--- config.mk ---
export PLATFORM = sky130hd
export DESIGN_NAME = mem_read_arbiter_rr_aging_flat
export DESIGN_NICKNAME = d
export VERILOG_FILES = /design/src/rtl/mem_read_arbiter_rr_aging_if.sv /design/src/rtl/mem_read_arbiter_rr_aging.sv /design/src/flat_wrapper.sv
export SDC_FILE = /design/constraint.sdc
export NUM_CORES = 1
export LEC_CHECK = 0
export CAP_MARGIN = 10
export CORE_MARGIN = 1.5
export CORE_UTILIZATION = 45
export CTS_BUF_LIST = sky130_fd_sc_hd__clkbuf_8
export DETAILED_ROUTE_END_ITERATION = 10
export PLACE_DENSITY = 0.75
export SYNTH_ARGS = -nofsm -noshare
export SYNTH_HDL_FRONTEND = slang
export SYNTH_SLANG_ARGS = --single-unit
--- constraint.sdc ---
create_clock -name clk -period 10.8 [get_ports clk]
set_input_delay 2.7 -clock clk [delete_from_list [all_inputs] [get_ports clk]]
set_output_delay 2.7 -clock clk [all_outputs]
set_load 0.005 [all_outputs]
--- src/rtl/mem_read_arbiter_rr_aging_if.sv ---
// Request/accept bundle between the fetch requesters, the read arbiter and the shared memory port.
interface mem_read_arbiter_rr_aging_if #(
    parameter int unsigned N          = 5,
    parameter int unsigned ADDR_WIDTH = 11
);
    logic [N-1:0]            in_valid;
    logic [N*ADDR_WIDTH-1:0] in_addr;
    logic [N-1:0]            in_ready;
    logic                    out_valid;
    logic [ADDR_WIDTH-1:0]   out_addr;
    logic                    out_ready;

    // Arbiter side: consumes requests, drives the memory request.
    modport slave (
        input  in_valid, in_addr, out_ready,
        output in_ready, out_valid, out_addr
    );

    // Environment side: requesters plus memory.
    modport master (
        output in_valid, in_addr, out_ready,
        input  in_ready, out_valid, out_addr
    );
endinterface

--- src/rtl/mem_read_arbiter_rr_aging.sv ---
// Round-robin instruction-memory read arbiter with grant lock and aging boost for the character port (index N-1).
// Define MEM_ARB_STATS_EN to add the stat_stall / stat_boost counters.
module mem_read_arbiter_rr_aging #(
    parameter int unsigned N          = 5,
    parameter int unsigned ADDR_WIDTH = 11,
    parameter int unsigned AGE_LIMIT  = 8,
    parameter int unsigned AGE_WIDTH  = 8
) (
    input  logic                              clk,
    input  logic                              rst,
    mem_read_arbiter_rr_aging_if.slave        bus,
    output logic                              age_boost
`ifdef MEM_ARB_STATS_EN
    ,
    output logic [31:0]                       stat_stall,
    output logic [15:0]                       stat_boost
`endif
);
    localparam int unsigned           IDX_W   = $clog2(N);
    localparam logic [IDX_W-1:0]      LAST    = IDX_W'(N - 1);
    localparam logic [AGE_WIDTH-1:0]  AGE_LIM = AGE_WIDTH'(AGE_LIMIT);

    typedef enum logic {UNLOCKED, LOCKED} state_t;

    state_t                 state, state_nxt;
    logic [IDX_W-1:0]       rr_ptr;
    logic [IDX_W-1:0]       lock_idx;
    logic                   lock_forced;
    logic [AGE_WIDTH-1:0]   age;

    logic [ADDR_WIDTH-1:0]  addr_arr [N];
    logic [IDX_W-1:0]       rr_grant;
    logic [IDX_W-1:0]       scan_idx;
    logic                   found;
    logic [IDX_W-1:0]       grant;
    logic                   valid_raw;
    logic                   out_valid;
    logic                   handshake;
    logic                   stall;
    logic                   boost;
    logic                   grant_forced;
    logic [N-1:0]           grant_onehot;
    logic [ADDR_WIDTH-1:0]  mem_addr;

    always_comb begin
        for (int unsigned i = 0; i < N; i++) begin
            addr_arr[i] = bus.in_addr[i*ADDR_WIDTH +: ADDR_WIDTH];
        end
    end

    always_comb begin
        rr_grant = rr_ptr;
        found    = 1'b0;
        scan_idx = '0;
        for (int unsigned k = 0; k < N; k++) begin
            scan_idx = IDX_W'((32'(rr_ptr) + k) % N);
            if (!found && bus.in_valid[scan_idx]) begin
                found    = 1'b1;
                rr_grant = scan_idx;
            end
        end
    end

    always_comb begin
        grant        = rr_grant;
        valid_raw    = |bus.in_valid;
        grant_forced = 1'b0;
        boost        = (age >= AGE_LIM);
        // A locked grant keeps the "forced" tag it was issued with, so completion under lock is still a forced grant.
        if (state == LOCKED) begin
            grant        = lock_idx;
            valid_raw    = bus.in_valid[lock_idx];
            grant_forced = lock_forced;
        end else if (boost && bus.in_valid[LAST]) begin
            grant        = LAST;
            valid_raw    = 1'b1;
            grant_forced = 1'b1;
        end
        out_valid = rst && valid_raw;
        handshake = out_valid && bus.out_ready;
        stall     = out_valid && !bus.out_ready;
        grant_onehot = '0;
        if (handshake) begin
            grant_onehot[grant] = 1'b1;
        end
        mem_addr  = out_valid ? addr_arr[grant] : '0;
        state_nxt = stall ? LOCKED : UNLOCKED;
    end

    assign bus.out_valid = out_valid;
    assign bus.out_addr  = mem_addr;
    assign bus.in_ready  = grant_onehot;
    assign age_boost     = boost;

    always_ff @(posedge clk or negedge rst) begin
        if (!rst) begin
            state <= UNLOCKED;
        end else begin
            state <= state_nxt;
        end
    end

    always_ff @(posedge clk or negedge rst) begin
        if (!rst) begin
            rr_ptr      <= '0;
            lock_idx    <= '0;
            lock_forced <= 1'b0;
            age         <= '0;
        end else begin
            if (stall) begin
                lock_idx    <= grant;
                lock_forced <= grant_forced;
            end
            if (handshake && !grant_forced) begin
                rr_ptr <= (grant == LAST) ? '0 : grant + IDX_W'(1);
            end
            if (!bus.in_valid[LAST] || (handshake && grant == LAST)) begin
                age <= '0;
            end else if (age != '1) begin
                age <= age + AGE_WIDTH'(1);
            end
        end
    end

`ifdef MEM_ARB_STATS_EN
    always_ff @(posedge clk or negedge rst) begin
        if (!rst) begin
            stat_stall <= '0;
            stat_boost <= '0;
        end else begin
            if (stall && stat_stall != '1) begin
                stat_stall <= stat_stall + 32'd1;
            end
            if (handshake && grant_forced && stat_boost != '1) begin
                stat_boost <= stat_boost + 16'd1;
            end
        end
    end
`endif

endmodule

--- src/flat_wrapper.sv ---
// flat-port wrapper written by rule: the top's interface ports become plain ports
module mem_read_arbiter_rr_aging_flat 
#(
    parameter int unsigned N          = 5,
    parameter int unsigned ADDR_WIDTH = 11,
    parameter int unsigned AGE_LIMIT  = 8,
    parameter int unsigned AGE_WIDTH  = 8
)
  (clk, rst, age_boost, bus_in_valid, bus_in_addr, bus_out_ready, bus_in_ready, bus_out_valid, bus_out_addr);
  mem_read_arbiter_rr_aging_if #(.N(N), .ADDR_WIDTH(ADDR_WIDTH)) bus_i ();
  input  logic clk;
  input  logic rst;
  output logic age_boost;
  input wire logic [$bits(bus_i.in_valid)-1:0] bus_in_valid;
  input wire logic [$bits(bus_i.in_addr)-1:0] bus_in_addr;
  input wire logic [$bits(bus_i.out_ready)-1:0] bus_out_ready;
  output wire logic [$bits(bus_i.in_ready)-1:0] bus_in_ready;
  output wire logic [$bits(bus_i.out_valid)-1:0] bus_out_valid;
  output wire logic [$bits(bus_i.out_addr)-1:0] bus_out_addr;
  assign bus_i.in_valid = bus_in_valid;
  assign bus_i.in_addr = bus_in_addr;
  assign bus_i.out_ready = bus_out_ready;
  assign bus_in_ready = bus_i.in_ready;
  assign bus_out_valid = bus_i.out_valid;
  assign bus_out_addr = bus_i.out_addr;
  mem_read_arbiter_rr_aging #(.N(N), .ADDR_WIDTH(ADDR_WIDTH), .AGE_LIMIT(AGE_LIMIT), .AGE_WIDTH(AGE_WIDTH)) u_core (.clk(clk), .rst(rst), .bus(bus_i), .age_boost(age_boost));
endmodule
# [Word level (Yosys, flattened, before mapping)]
# Index checks and enable logic that the tools add are counted.
[totals] reg_bits=16 latch_bits=0 mem_bits_rw=0 romBits=0 out_inout_bits=18 mem_count=0
[op_classes] n_addsub=6 multipliers=0 n_div=5 magnitude_cmp=10 eq_ne=2 shift=0 n_mux=38 bitwise_logic=1 n_reduce_logical=21
[ops] operator="$mod A32 B3 Y32 const B" count=4
[ops] operator="$bmux W11 S3" count=1
[ops] operator="$mux W11" count=3
[ops] operator="$mod A3 B3 Y32 const B" count=1
[ops] operator="$lt A3 B4 Y1 const B" count=7
[ops] operator="$mux W3" count=8
[ops] operator="$bmux W1 S3" count=6
[ops] operator="$mux W1" count=16
[ops] operator="$mux W8" count=2
[ops] operator="$logic_and A1 B1 Y1" count=11
[ops] operator="$add A3 B2 Y4 const B" count=2
[ops] operator="$add A8 B1 Y8 const B" count=1
[ops] operator="$ge A8 B4 Y1 const B" count=1
[ops] operator="$ne A8 B8 Y1 const B" count=1
[ops] operator="$logic_not A1 Y1" count=7
[ops] operator="$mux W5" count=1
[ops] operator="$reduce_or A5 Y1" count=1
[ops] operator="$add A3 B1 Y4 const B" count=1
[ops] operator="$add A3 B3 Y4 const B" count=1
[ops] operator="$ge A4 B4 Y1 const B" count=1
[ops] operator="$not A3 Y4" count=1
[ops] operator="$add A3 B1 Y3 const B" count=1
[ops] operator="$demux W1 S3" count=1
[ops] operator="$eq A3 B3 Y1 const B" count=1
[ops] operator="3 further kinds" count=3

# [Logic depth before layout (Yosys ltp)]
[depth] ltp_word=23 mapped_depth=26 mapped_depth_nobuf=24

# [Worst setup path after synthesis]
# No wires, ideal clock.
[synth_path] path_type="input to output" start="in bus_in_valid[2]" end="out bus_out_addr[5]" arrival_ps=5381 t_required_ps=8100 setup_slack_ps=2719 cell_stages=15 path_cell_list="clkbuf_1 mux2_2 a211oi_1 mux2i_1 o211ai_1 o21ai_0 a211oi_1 a221oi_1 o21ai_1 nand2_2 inv_2 buf_6 mux2i_1 o22ai_1 a221o_1"
[synth_between] elab_chain_len=22 elab_cells_between_ends=40 cone_classes="mux: 29; bitwise: 1; reduce/logical: 10"
[synth_lines] element="start: declaration" line="flat_wrapper.sv:14" source="input wire logic [$bits(bus_i.in_valid)-1:0] bus_in_valid;"
[synth_lines] element="$bmux W1 S3" line="mem_read_arbiter_rr_aging.sv:57" source="if (!found && bus.in_valid[scan_idx]) begin"
[synth_lines] element="$mux W1 (not written as such)" line="mem_read_arbiter_rr_aging.sv:57"
[synth_lines] element="$mux W1" line="mem_read_arbiter_rr_aging.sv:57"
[synth_lines] element="$logic_not A1 Y1" line="mem_read_arbiter_rr_aging.sv:57"
[synth_lines] element="$logic_and A1 B1 Y1" line="mem_read_arbiter_rr_aging.sv:57"
[synth_lines] element="$mux W1" line="mem_read_arbiter_rr_aging.sv:57"
[synth_lines] element="$logic_not A1 Y1" line="mem_read_arbiter_rr_aging.sv:57"
[synth_lines] element="$logic_and A1 B1 Y1" line="mem_read_arbiter_rr_aging.sv:57"
[synth_lines] element="(+6 left out)"
[synth_lines] element="$mux W3 *" line="mem_read_arbiter_rr_aging.sv:57"
[synth_lines] element="$mux W3 *" line="mem_read_arbiter_rr_aging.sv:74" source="end else if (boost && bus.in_valid[LAST]) begin"
[synth_lines] element="$mux W3 *" line="mem_read_arbiter_rr_aging.sv:70" source="if (state == LOCKED) begin"
[synth_lines] element="named net u_core.grant[1]" line="mem_read_arbiter_rr_aging.sv:35" source="logic [IDX_W-1:0] grant;"
[synth_lines] element="$not A3 Y4 (not written as such) *" line="mem_read_arbiter_rr_aging.sv:86" source="mem_addr = out_valid ? addr_arr[grant] : '0;"
[synth_lines] element="$bmux W11 S3 *" line="mem_read_arbiter_rr_aging.sv:86"
[synth_lines] element="$mux W11 (not written as such) * (2 in a row)" line="mem_read_arbiter_rr_aging.sv:86"
[synth_lines] element="$mux W11 *" line="mem_read_arbiter_rr_aging.sv:86"
[synth_lines] element="end: declaration" line="flat_wrapper.sv:19" source="output wire logic [$bits(bus_i.out_addr)-1:0] bus_out_addr;"
# Mark *: on every way through the listed nets, which the timed path passes. The rest lies on a longest branch. The select of a mux whose other input is x is not followed.

# [Worst setup path in the final report]
[layout_path] start="in bus_in_valid[1]" end="out bus_out_addr[8]"
[layout_between] elab_chain_len=22 elab_cells_between_ends=40 cone_classes="mux: 29; bitwise: 1; reduce/logical: 10"
[layout_lines] element="$bmux W1 S3" line="mem_read_arbiter_rr_aging.sv:57"
[layout_lines] element="$mux W1 (not written as such)" line="mem_read_arbiter_rr_aging.sv:57"
[layout_lines] element="$mux W1" line="mem_read_arbiter_rr_aging.sv:57"
[layout_lines] element="$logic_not A1 Y1" line="mem_read_arbiter_rr_aging.sv:57"
[layout_lines] element="$logic_and A1 B1 Y1" line="mem_read_arbiter_rr_aging.sv:57"
[layout_lines] element="$mux W1" line="mem_read_arbiter_rr_aging.sv:57"
[layout_lines] element="$logic_not A1 Y1" line="mem_read_arbiter_rr_aging.sv:57"
[layout_lines] element="$logic_and A1 B1 Y1" line="mem_read_arbiter_rr_aging.sv:57"
[layout_lines] element="(+5 left out)"
[layout_lines] element="$logic_and A1 B1 Y1" line="mem_read_arbiter_rr_aging.sv:57"
[layout_lines] element="$mux W3" line="mem_read_arbiter_rr_aging.sv:57"
[layout_lines] element="$mux W3" line="mem_read_arbiter_rr_aging.sv:74"
[layout_lines] element="$mux W3" line="mem_read_arbiter_rr_aging.sv:70"
[layout_lines] element="$not A3 Y4 (not written as such)" line="mem_read_arbiter_rr_aging.sv:86"
[layout_lines] element="$bmux W11 S3" line="mem_read_arbiter_rr_aging.sv:86"
[layout_lines] element="$mux W11 (not written as such) (2 in a row)" line="mem_read_arbiter_rr_aging.sv:86"
[layout_lines] element="$mux W11 *" line="mem_read_arbiter_rr_aging.sv:86"
# Every way passes the cells marked *; elsewhere a longest branch is shown, timed or not. The select of a mux whose other input is x is not followed.

==> flow_metrics.env <==
export IMPL_worstSetupPathType="input port to primary output"
export IMPL_nets=551
export IMPL_hold_buffers=0
export IMPL_crit_chain="clkdlybuf4s50_1 -> and2_1 -> mux4_2 -> a211oi_1 -> o21a_1 -> o41ai_2 -> nor3_1 -> a2bb2oi_1 -> o22ai_2 -> and2_1 -> nand3_1 -> o22ai_1 -> a221o_1 -> clkdlybuf4s50_1"
export IMPL_synth_seq_cells=16
export IMPL_cts_root_buf="clkbuf_8"
export IMPL_route_vias_total=3363
export IMPL_drc_errors=1
export IMPL_n_antenna_cell=0
export IMPL_ant_nets=0
export IMPL_grt_pass1_wl_um=14870
export IMPL_grt_max_degree=29
export IMPL_critical_path_slowest_cell="clkdlybuf4s50_1"
export IMPL_crit_path_start_kind="input port"
export IMPL_antenna_found_initial=0
export IMPL_path_clk_slew_ps=60
export IMPL_rsz0062_at_grt="no"
export IMPL_drive_gt1_share_pct=7.940
export IMPL_numCtsBuffers=3
export IMPL_fin_crit_sh_pct=93.03
export IMPL_initial_core_util_pct=47.31
export IMPL_critPathMaxStageDelay_ps=630
export IMPL_post_drt_wl_per_cell_um=17.02
export IMPL_cts_num_sinks=16
export IMPL_overflow=0
export IMPL_slew_headroom_pct=50.23
export IMPL_drv_cap=0
export IMPL_cp_end_kind="primary output"
export IMPL_gr_usage_all_layers_pct=24.68
export IMPL_finClkSkew_ps=2.334
export IMPL_synth_edff_count=0
export IMPL_hold_path_class="flop to flop"
export IMPL_drt_iter0_markers=251
export IMPL_die_area_mm2=0.007293
export IMPL_ys_types=71
export IMPL_core_mm2=0.006459
export IMPL_synth_top_cells_by_area="dfrtp_1 13%, ha_1 8.6%, mux2i_1 7.9%"
export IMPL_syn_area_mm2=0.003055
export IMPL_setup_viol_count_final=0
export IMPL_synthFlopType="dfrtp_1"
export IMPL_synth_top_area_cell="dfrtp_1"
export IMPL_max_clock_freq_mhz=99.53
export IMPL_dr_pass1_iters=9
export IMPL_h_tree_depth=1
export IMPL_ys_async_sr_fraction_pct=100.0
export IMPL_synth_common_cells="39 x nand2_1, 26 x a21oi_1, 24 x mux2i_1, 24 x nor2_1, 21 x ha_1"
export IMPL_status="complete, but fails checks"
export IMPL_path_delay_family="simple AND/OR/NAND/NOR gates"
export IMPL_cts_resized=0
export IMPL_synth_nets=484
export IMPL_areaGrowthSynthToFinish_pct=28.09
export IMPL_avgSynthCellArea_um2=7.639
export IMPL_gp_congestion=0.9624
export IMPL_synth_top_area_share_pct=13.10
export IMPL_port_buffers=80
export IMPL_rows=29
export IMPL_synthCells=400
export IMPL_yosysMostFrequentCell="nand2_1"
export IMPL_ioPinCount=81
export IMPL_post_route_min_period_ps=10050
export IMPL_crit_path_max_fanout=13
export IMPL_vias_per_cell=6.193
export IMPL_clockBufferDepth=2
export IMPL_totalWireLength_um=9242
export IMPL_ys_warn_count=0
export IMPL_dp_hpwl_um=7208
export IMPL_post_cts_setup_buffers=0
export IMPL_final_setup_tns_ps=0
export IMPL_insertion_delay_ps=250
export IMPL_grt_pass1_vias=3095
export IMPL_cts_tree="yes"
export IMPL_critPathBufInv=2
export IMPL_die_w_um=85.40
export IMPL_drv_slew=0
export IMPL_violations="design-rule violations"
export IMPL_required_ps=8100
export IMPL_die_h_um=85.40
export IMPL_final_hold_violation_count=0
export IMPL_worst_pin_slew_ps=744.3
export IMPL_worst_ep_arrival_time_ps=7350
export IMPL_yosysSeqAreaShare_pct=13.10
-- stage by stage --
step,setup WS [ps],utilization (%),instance area (um^2),hold slack [ps],std cells
finish,752.7,60.60,3914,512.0,543
global route,364.1,60.60,3914,533.1,543
CTS,755.4,60.52,3909,504.8,542
detailed placement,775.0,59.67,3854,494.2,538
global placement,832.9,59.67,3854,496.9,538
floorplan,2719,-,3055,464.5,400
-- final timing paths --
path | slack (ps) | start | depth (start not counted) | to
min in group asynchronous | 2890 | rst | 1 | u_core.age[6]
worst min register to register | 510 | u_core.age[6] | 1 | u_core.age[6]
worst max-delay path | 750 | bus_in_valid[1] | 14 | bus_out_addr[8]
worst max register to register | 4940 | u_core.rr_ptr[1] | 22 | u_core.rr_ptr[1]
worst min-delay path | 510 | u_core.age[6] | 1 | u_core.age[6]
max in group asynchronous | 7440 | rst | 1 | u_core.age[2]
-- cell usage in the layout, fill, tap and decap left out, types with 3 or more instances in the layout --
| master | instances |
|---|---|
| a211oi_1 | 8 |
| a21boi_0 | 5 |
| a21oi_1 | 26 |
| a221o_1 | 11 |
| a22oi_1 | 3 |
| a31oi_1 | 4 |
| and2_1 | 5 |
| and3_1 | 5 |
| buf_4 | 4 |
| clkbuf_8 | 4 |
| clkdlybuf4s50_1 | 80 |
| dfrtp_1 | 16 |
| ha_1 | 21 |
| inv_1 | 14 |
| mux2_2 | 7 |
| mux2i_1 | 24 |
| nand2_1 | 39 |
| nand2b_1 | 6 |
| nand3_1 | 10 |
| nand4_1 | 3 |
| nor2_1 | 24 |
| nor2b_1 | 12 |
| nor3_1 | 12 |
| nor3b_1 | 3 |
| nor4_1 | 5 |
| o211ai_1 | 6 |
| o21a_1 | 5 |
| o21ai_0 | 18 |
| o22ai_1 | 13 |
| o31ai_1 | 6 |
| or3_1 | 3 |
| xnor2_1 | 8 |
-- kinds of logic after synthesis --
| group | synth area share, % |
|---|---|
| AOI/OAI and AO/OA | 32.43 |
| muxes | 11.92 |
| DFF | 13.10 |
| xor gates and xnor gates | 3.399 |
| adders and majority gates | 8.599 |
| and+or+nand+nor | 24.37 |
| buffers and inverters | 6.183 |
-- layer usage --
| layer | global-route usage (%) | up-vias | part of all wire, % |
|---|---|---|---|
| met5 | 0 | - | 0 |
| met4 | 6.305 | 0 | 1.8 |
| met3 | 1.556 | 15 | 3.9 |
| met2 | 44.31 | 96 | 51 |
| met1 | 32.05 | 1594 | 43 |
| li1 | - | 1658 | - |
-- state kept, by name, summed over array words and instances (netlist names) --
name / flops
u_core.rr_ptr: 3
u_core.age: 8
u_core.lock_idx: 3
u_core.lock_forced: 1
u_core.state: 1
-- layout make-up --
type	count	area (um^2)
Clock buffer	4	55.05
Inverter	16	60.06
Fill cell	605	2545
Sequential cell	16	400.4
Timing Repair Buffer	85	835.8
Multi-Input combinational cell	345	2466
Tap cell	77	96.34
Power is left out: the tool's default activity adds up to more than one toggle a clock period on the data nets, which glitch-free logic cannot reach.
